<file path="src/rtl/mcalu.sv">
// mcalu: iterative RV32M multiply/divide/remainder unit.
// Accepts one op at a time. The op spends 32 cycles in CALC, then the result
// is presented to writeback with a valid/stall handshake.
module mcalu (
    input  logic        clk,
    input  logic        rst,
    input  logic        exers_mcalu_issue,
    input  logic [4:0]  exers_mcalu_op,
    input  logic [6:0]  exers_robid,
    input  logic [5:0]  exers_rd,
    input  logic [31:0] exers_op1,
    input  logic [31:0] exers_op2,
    output logic        mcalu_stall,
    output logic        mcalu_valid,
    output logic [6:0]  mcalu_robid,
    output logic [5:0]  mcalu_rd,
    output logic [31:0] mcalu_result,
    input  logic        wb_mcalu_stall,
    input  logic        rob_flush
);

    localparam logic [1:0] IDLE = 2'd0;
    localparam logic [1:0] CALC = 2'd1;
    localparam logic [1:0] DONE = 2'd2;

    logic [1:0]  state_q, state_d;
    logic [5:0]  cnt_q, cnt_d;
    logic [2:0]  op_q, op_d;
    logic [6:0]  robid_q, robid_d;
    logic [5:0]  rd_q, rd_d;
    logic [31:0] opnd_q, opnd_d;
    logic [63:0] prod_q, prod_d;
    logic [31:0] rem_q, rem_d;
    logic        neg_q, neg_d;
    logic        dz_q, dz_d;
    logic [31:0] result_q, result_d;

    logic        isMcaluOp;
    logic        isMul;
    logic        signA;
    logic        signB;
    logic        negA;
    logic        negB;
    logic [31:0] absA;
    logic [31:0] absB;
    logic        issueNeg;

    logic [32:0] mulSum;
    logic [63:0] mulNext;
    logic [32:0] divShifted;
    logic        divGeq;
    logic [31:0] divSub;
    logic [31:0] remNext;
    logic [31:0] quoNext;
    logic [63:0] prodFixed;
    logic [31:0] quoFixed;
    logic [31:0] remFixed;
    logic [31:0] finalResult;

    // Decode the incoming op: which operands are signed, their magnitudes and the result sign.
    always_comb begin
        isMcaluOp = (exers_mcalu_op[4:3] == 2'b11);
        isMul     = ~exers_mcalu_op[2];
        if (isMul) begin
            signA = (exers_mcalu_op[2:0] == 3'b001) || (exers_mcalu_op[2:0] == 3'b010);
            signB = (exers_mcalu_op[2:0] == 3'b001);
        end else begin
            signA = ~exers_mcalu_op[0];
            signB = ~exers_mcalu_op[0];
        end
        negA = signA & exers_op1[31];
        negB = signB & exers_op2[31];
        absA = negA ? (~exers_op1 + 32'd1) : exers_op1;
        absB = negB ? (~exers_op2 + 32'd1) : exers_op2;
        if (isMul) begin
            issueNeg = negA ^ negB;
        end else if (!exers_mcalu_op[1]) begin
            issueNeg = negA ^ negB;
        end else begin
            issueNeg = negA;
        end
    end

    // One iteration of shift-add multiply and restoring divide, plus the sign/zero fix-up of the final step.
    always_comb begin
        mulSum     = {1'b0, prod_q[63:32]} + (prod_q[0] ? {1'b0, opnd_q} : 33'd0);
        mulNext    = {mulSum, prod_q[31:1]};

        divShifted = {rem_q, prod_q[31]};
        divGeq     = (divShifted >= {1'b0, opnd_q});
        divSub     = divShifted[31:0] - opnd_q;
        remNext    = divGeq ? divSub : divShifted[31:0];
        quoNext    = {prod_q[30:0], divGeq};

        prodFixed  = neg_q ? (~mulNext + 64'd1) : mulNext;
        quoFixed   = dz_q ? 32'hFFFF_FFFF : (neg_q ? (~quoNext + 32'd1) : quoNext);
        // With a zero divisor the remainder ends up as |op1|; the dividend-sign fix-up restores op1 exactly.
        remFixed   = neg_q ? (~remNext + 32'd1) : remNext;

        if (!op_q[2]) begin
            finalResult = (op_q == 3'b000) ? prodFixed[31:0] : prodFixed[63:32];
        end else if (!op_q[1]) begin
            finalResult = quoFixed;
        end else begin
            finalResult = remFixed;
        end
    end

    // Next-state logic: issue in IDLE, iterate in CALC, hold the result in DONE until writeback takes it.
    always_comb begin
        state_d  = state_q;
        cnt_d    = cnt_q;
        op_d     = op_q;
        robid_d  = robid_q;
        rd_d     = rd_q;
        opnd_d   = opnd_q;
        prod_d   = prod_q;
        rem_d    = rem_q;
        neg_d    = neg_q;
        dz_d     = dz_q;
        result_d = result_q;

        if (rob_flush) begin
            state_d = IDLE;
        end else begin
            case (state_q)
                IDLE: begin
                    if (exers_mcalu_issue && isMcaluOp) begin
                        op_d    = exers_mcalu_op[2:0];
                        robid_d = exers_robid;
                        rd_d    = exers_rd;
                        neg_d   = issueNeg;
                        dz_d    = (exers_op2 == 32'd0);
                        rem_d   = 32'd0;
                        cnt_d   = 6'd0;
                        if (isMul) begin
                            opnd_d = absA;
                            prod_d = {32'd0, absB};
                        end else begin
                            opnd_d = absB;
                            prod_d = {32'd0, absA};
                        end
                        state_d = CALC;
                    end
                end
                CALC: begin
                    cnt_d = cnt_q + 6'd1;
                    if (!op_q[2]) begin
                        prod_d = mulNext;
                    end else begin
                        prod_d = {32'd0, quoNext};
                        rem_d  = remNext;
                    end
                    if (cnt_q == 6'd31) begin
                        result_d = finalResult;
                        state_d  = DONE;
                    end
                end
                DONE: begin
                    if (!wb_mcalu_stall) begin
                        state_d = IDLE;
                    end
                end
                default: state_d = IDLE;
            endcase
        end
    end

    // State and datapath registers, all cleared by the asynchronous active-low reset.
    always_ff @(posedge clk or negedge rst) begin
        if (!rst) begin
            state_q  <= IDLE;
            cnt_q    <= 6'd0;
            op_q     <= 3'd0;
            robid_q  <= 7'd0;
            rd_q     <= 6'd0;
            opnd_q   <= 32'd0;
            prod_q   <= 64'd0;
            rem_q    <= 32'd0;
            neg_q    <= 1'b0;
            dz_q     <= 1'b0;
            result_q <= 32'd0;
        end else begin
            state_q  <= state_d;
            cnt_q    <= cnt_d;
            op_q     <= op_d;
            robid_q  <= robid_d;
            rd_q     <= rd_d;
            opnd_q   <= opnd_d;
            prod_q   <= prod_d;
            rem_q    <= rem_d;
            neg_q    <= neg_d;
            dz_q     <= dz_d;
            result_q <= result_d;
        end
    end

    // Outputs come straight from registers so they are stable while writeback stalls.
    always_comb begin
        mcalu_stall  = (state_q != IDLE);
        mcalu_valid  = (state_q == DONE);
        mcalu_robid  = robid_q;
        mcalu_rd     = rd_q;
        mcalu_result = result_q;
    end

endmodule

</file>
<file path="config.mk">
export PLATFORM = sky130hd
export DESIGN_NAME = mcalu
export DESIGN_NICKNAME = d
export VERILOG_FILES = /design/src/rtl/mcalu.sv
export SDC_FILE = /design/constraint.sdc
export NUM_CORES = 1
export LEC_CHECK = 0
export CORE_UTILIZATION = 55
export DETAILED_ROUTE_END_ITERATION = 8
export PLACE_DENSITY = 0.78
export SETUP_SLACK_MARGIN = 0.1
export SLEW_MARGIN = 5
export SYNTH_ARGS = -nofsm -noshare
export SYNTH_HDL_FRONTEND = slang
export SYNTH_SLANG_ARGS = --single-unit
</file>
<file path="constraint.sdc">
create_clock -name clk -period 11.7 [get_ports clk]
set_input_delay 2.34 -clock clk [delete_from_list [all_inputs] [get_ports clk]]
set_output_delay 2.34 -clock clk [all_outputs]
set_load 0.02 [all_outputs]
</file>
After elaboration in Yosys (flattened, before gate mapping). Index checks and enable logic that the tools add are counted.

Output and inout port bits: 47. Input bits: 87. Word-level logic and storage cells: 83. Flip-flop bits (word level): 186.

Equality and inequality tests: 11. Bitwise gates (word level): 10. Multiplexer cells: 30. Add/subtract/negate cells: 8. Order comparisons: 1. Reductions and logical operators: 12.

Operator list (count): $mux 32 (14); $mux 64 (3); $add 32x1->32 const B (4); $not 32->32 (4); $pmux 64 s2 (1); $add 64x1->64 const B (1); $not 64->64 (1); $pmux 32 s2 (1); $add 32x32->33 (1); $ge 33x32->1 (1); $logic_not 32->1 (1); $sub 32x32->32 (1); $pmux 6 s2 (1); $reduce_and 3->1 (4); $mux 2 (4); $add 6x1->6 const B (1); $eq 6x5->1 const B (1); $mux 6 (1); $ne 3x3->1 const B (2); $pmux 2 s3 (1); $eq 2x2->1 const B (2); $mux 1 (4); $ne 2x2->1 const B (2); $reduce_and 4->1 (1); other kinds (12) (15).

Longest topological paths before layout.
Depth in word-level cells: 8. Gate-level depth with buffers: 25. Gate-level depth less buffers: 20.

Worst setup path before layout. Ideal clock, no wire load.

Path type: flip-flop to flip-flop. Start: register rem_q[22]. End: register result_q[26], in the netlist mcalu_result[26]. Clock period less this slack: 5873 ps. Stages on the path, launching flop included: 24. Data required time: 11577 ps. Arrival: 5751 ps. Library setup time: 123 ps. Slack: 5827 ps. Buffers on the path: 5. Cells stage by stage: dfrtp_1 > ha_1 > clkbuf_1 > nand4_1 > nor4_1 > nand2_1 > o221ai_1 > or2_1 > buf_2 > buf_1 > buf_2 > buf_1 > nand2_1 > o21ai_0 > ha_1 > nand2_1 > a2111oi_0 > or4b_1 > nor4_1 > o211ai_1 > or2_2 > o21ai_1 > xnor2_1 > o221a_2.

Cells in the longest elaborated chain, start to end: 7. Elaborated cells on any way between the ends: 12. Classes of those cells: add/sub: 3; order compare: 1; mux: 6; bitwise: 2.

Ends and longest elaborated chain: start: declaration (line 33) `logic [31:0] rem_q, rem_d;`; start signal: assignment (line 191) `rem_q <= rem_d;`; $sub 32x32->32 / $ge 33x32->1 (equally long branches) (line 91, 90); $mux 32 / $not 32->32 (equally long branches) (line 92, 96); $not 32->32 / $add 32x1->32 (equally long branches) (line 98, 96); $add 32x1->32 / $mux 32 (equally long branches) (line 98, 96); $mux 32 (on tied branches) (line 98, 96); $mux 32 (*) (line 102) `end else if (!op_q[1]) begin`; $mux 32 (*) (line 100) `if (!op_q[2]) begin`; end signal: assignment (line 194) `result_q <= result_d;`; end: declaration (line 36) `logic [31:0] result_q, result_d;`.

Every way passes the cells marked *; elsewhere a longest branch is shown, timed or not. A chain may end at the register's enable or synchronous reset.

Final worst setup path.
Start: register rem_q[17]. End: register result_q[26], in the netlist mcalu_result[26].

The elaborated chain is that of the path after synthesis.

==> impl_metrics.json <==
{
  "syn2layout_area_growth_pct": 11.35,
  "critPathKind": "reg2reg",
  "die_area_um2": 33510,
  "portBuffers": 133,
  "crit_arrival_ns": 7.27,
  "grt_antenna_before_repair": 5,
  "grt_max_degree": 115,
  "cts-root-buf": "clkbuf_16",
  "drtIter0Drc": 2545,
  "synth_async_sr_flop_share": 1.000,
  "grt_pass1_vias": 17641,
  "synth_flop_cell": "dfrtp_1",
  "fin_skew_ns": 0.01741,
  "synth_seq_area_share": 0.2582,
  "die_y_um": 183.0,
  "maxCapViolations": 0,
  "htreeDepth": 4,
  "tritoncts": "built",
  "synth_cell_type_count": 91,
  "routedWlPerCell_um": 23.51,
  "yosys_warnings": 0,
  "rsz0062_at_grt": "no",
  "outcome": "finished, final reports clean",
  "hold_class": "reg2reg",
  "chipWidth_um": 183.0,
  "max_slew.worst_pin.slew_ns": 1.225,
  "start_kind": "flip-flop",
  "num_vias": 19114,
  "post_cts_resize_count": 0,
  "grt_util_all_layers": 0.4039,
  "fmax_ghz": 0.1445,
  "clock_path_buffers": 2,
  "maxSlewViolCount": 0,
  "io_pins": 134,
  "power.density_nw_per_um2": 150.6,
  "crit_path_max_fanout": 45,
  "crit_slowest_cell": "a2111oi_0",
  "setup_viol": 0,
  "max_stage_delay_ns": 0.73,
  "path_buf_inv": 2,
  "antenna_cells": 0,
  "power_mw": 3.024,
  "finalHoldViolCount": 0,
  "fillerInstances": 2897,
  "setup_tns_ns": 0,
  "peakVddDrop_mv": 0.1267,
  "clkTransAtPathRegs_ns": 0.08,
  "drc": 0,
  "core-area_um2": 31880,
  "syn_nets": 2583,
  "final_nets": 2591,
  "cts-hold-fix-buffers": 0,
  "crit_required_ns": 12.05,
  "syn-mean-instance-area_um2": 7.437,
  "synth_edf_count": 0,
  "drt.antenna.violating_nets": 0,
  "fin_area_um2": 20070,
  "synth_cells": 2424,
  "timing.final.crit_share": 0.5915,
  "grt_pass1_wl_mm": 103.7,
  "p_leak_nw": 8.219,
  "crit_chain": "ha_1, nand2_1, nor3_1, a32oi_1, a21oi_1, or2_2, buf_4, inv_1, mux2i_1, ha_1, nand2_1, a2111oi_0, or4b_1, nor4_1, o211ai_1, or2_2, o21ai_1, xnor2_1, o221a_2",
  "cp-end-kind": "flip-flop",
  "start_util": 0.5655,
  "ys_seq_elements": 186,
  "cts_sinks": 186,
  "cts_made_buffers": 17,
  "hpwl_mm": 52.14,
  "post-cts-setup-buffers": 0,
  "gp_congestion": 1.063,
  "gr-total-overflow": 0,
  "fin_crit_ns": 6.921,
  "vias_per_cell": 6.637,
  "syn_area_um2": 18030,
  "num_rows": 65,
  "drive_gt1_frac": 0.05399,
  "slew_headroom": 0.1816,
  "clk_latency_ns": 0.47,
  "critPathTopFamily": "simple AND/OR/NAND/NOR gates",
  "drtPass1Iterations": 6,
  "postPlaceCellArea_um2": 19470,
  "wl_mm": 67.72
}
-- report_power, final --
group          leakage, nW  switching [mW]  internal [mW]
Clock                0.292           0.298          0.329
Sequential            2.42           0.173          0.733
Combinational         5.51           0.946          0.545
-- cells in the mapped netlist (15+ instances only) --
| cell type | instances | area [um^2] |
|---|---|---|
| a211oi_1 | 22 | 165.2 |
| a21o_1 | 24 | 180.2 |
| a21oi_1 | 173 | 865.8 |
| a221oi_1 | 39 | 341.6 |
| a22o_1 | 25 | 219.0 |
| a31oi_1 | 23 | 143.9 |
| and2_1 | 15 | 93.84 |
| clkbuf_1 | 140 | 525.5 |
| dfrtp_1 | 186 | 4654 |
| ha_1 | 70 | 875.8 |
| inv_1 | 65 | 244.0 |
| mux2_2 | 25 | 281.5 |
| mux2i_1 | 39 | 390.4 |
| nand2_1 | 342 | 1284 |
| nand3_1 | 36 | 180.2 |
| nand4_1 | 33 | 206.5 |
| nor2_1 | 260 | 975.9 |
| nor2b_1 | 16 | 100.1 |
| nor3_1 | 57 | 285.3 |
| nor4_1 | 28 | 175.2 |
| o211ai_1 | 23 | 172.7 |
| o21a_1 | 17 | 127.6 |
| o21ai_0 | 237 | 1186 |
| o31ai_1 | 40 | 300.3 |
| or3_1 | 28 | 175.2 |
| xnor2_1 | 130 | 1139 |
| xor2_1 | 80 | 700.7 |
-- kinds of logic after synthesis --
kind of cell | Yosys count | synth area share
AO/OA/AOI/OAI | 755 | 0.2702
XOR/XNOR | 210 | 0.1020
adder cells (fa/ha/maj) | 72 | 0.05081
buffers and inverters | 233 | 0.04990
flip-flops | 186 | 0.2582
multiplexers | 64 | 0.03727
AND/OR/NAND/NOR | 904 | 0.2316
-- worst reg2reg max path, stage by stage, from the launching register on --
cell and delay, ns:
dfrtp_1 0.42, ha_1 0.49, nand2_1 0.25, nor3_1 0.43
a32oi_1 0.20, a21oi_1 0.45, or2_2 0.41, buf_4 0.54
inv_1 0.17, mux2i_1 0.30, ha_1 0.24, nand2_1 0.08
a2111oi_0 0.73, or4b_1 0.55, nor4_1 0.41, o211ai_1 0.27
or2_2 0.37, o21ai_1 0.15, xnor2_1 0.08, o221a_2 0.27
-- layout make-up --
type                       count  area (um^2)  area share
multi-input combinational   2005        12520      0.6235
sequential                   186         4659      0.2321
timing repair buffer         156         1503     0.07486
tap                          435        544.3     0.02711
clock buffer                  20        446.7     0.02225
inverter                      66        247.7     0.01234
clock inverter                12        156.4    0.007792
-- layout by cell type (no fill, tap or decap), types with 24 or more instances in the layout --
cell,count
xnor2_1,130
a21oi_1,173
mux2_2,25
ha_1,70
clkdlybuf4s50_1,131
mux2i_1,39
dfrtp_1,184
nand2_1,342
xor2_1,80
inv_1,65
a221oi_1,39
nand3_1,36
nand4_1,33
or3_1,26
nor2_1,260
o21ai_0,237
o31ai_1,40
a21o_1,24
a22o_1,25
nor4_1,27
nor3_1,53
-- worst paths after layout --
path	start	endpoint	slack, ns	cells after the start
min in group asynchronous	rst	mcalu_robid[5]$_DFFE_PN0P_	1.97	1
min reg2reg	mcalu_result[17]$_DFFE_PN0P_	mcalu_result[17]$_DFFE_PN0P_	0.48	2
max in group asynchronous	rst	opnd_q[10]$_DFFE_PN0P_	8.01	2
max	rem_q[17]$_DFFE_PN0P_	mcalu_result[26]$_DFFE_PN0P_	4.78	19
max reg2reg	rem_q[17]$_DFFE_PN0P_	mcalu_result[26]$_DFFE_PN0P_	4.78	19
min	mcalu_result[17]$_DFFE_PN0P_	mcalu_result[17]$_DFFE_PN0P_	0.48	2
-- registers in the layout, summed over array words and instances (netlist names) --
register      count
opnd_q           32
dz_q              1
prod_q           64
mcalu_rd          6
mcalu_robid       7
op_q              3
neg_q             1
state_q           2
cnt_q             6
rem_q            32
mcalu_result     32
-- metrics by stage --
stage | hold WS (ns) | worst slack (ns) | utilization | cells
CTS | 0.4810 | 5.069 | 0.6296 | 2880
global route | 0.4995 | 4.350 | 0.6296 | 2880
global placement | 0.4525 | 5.318 | 0.6107 | 2848
floorplan | 0.4498 | 5.827 | - | 2424
finish | 0.4812 | 4.779 | 0.6296 | 2880
detailed placement | 0.4624 | 5.089 | 0.6107 | 2848
-- routing by layer --
| layer | part of all wire | vias to the layer above | GRT usage |
|---|---|---|---|
| li1 | - | 8792 | - |
| met1 | 0.41 | 9075 | 0.5395 |
| met2 | 0.45 | 1079 | 0.6438 |
| met3 | 0.098 | 162 | 0.08539 |
| met5 | 0.00068 | - | 0 |
| met4 | 0.039 | 6 | 0.1450 |
Power figures use the tool's default switching activity.
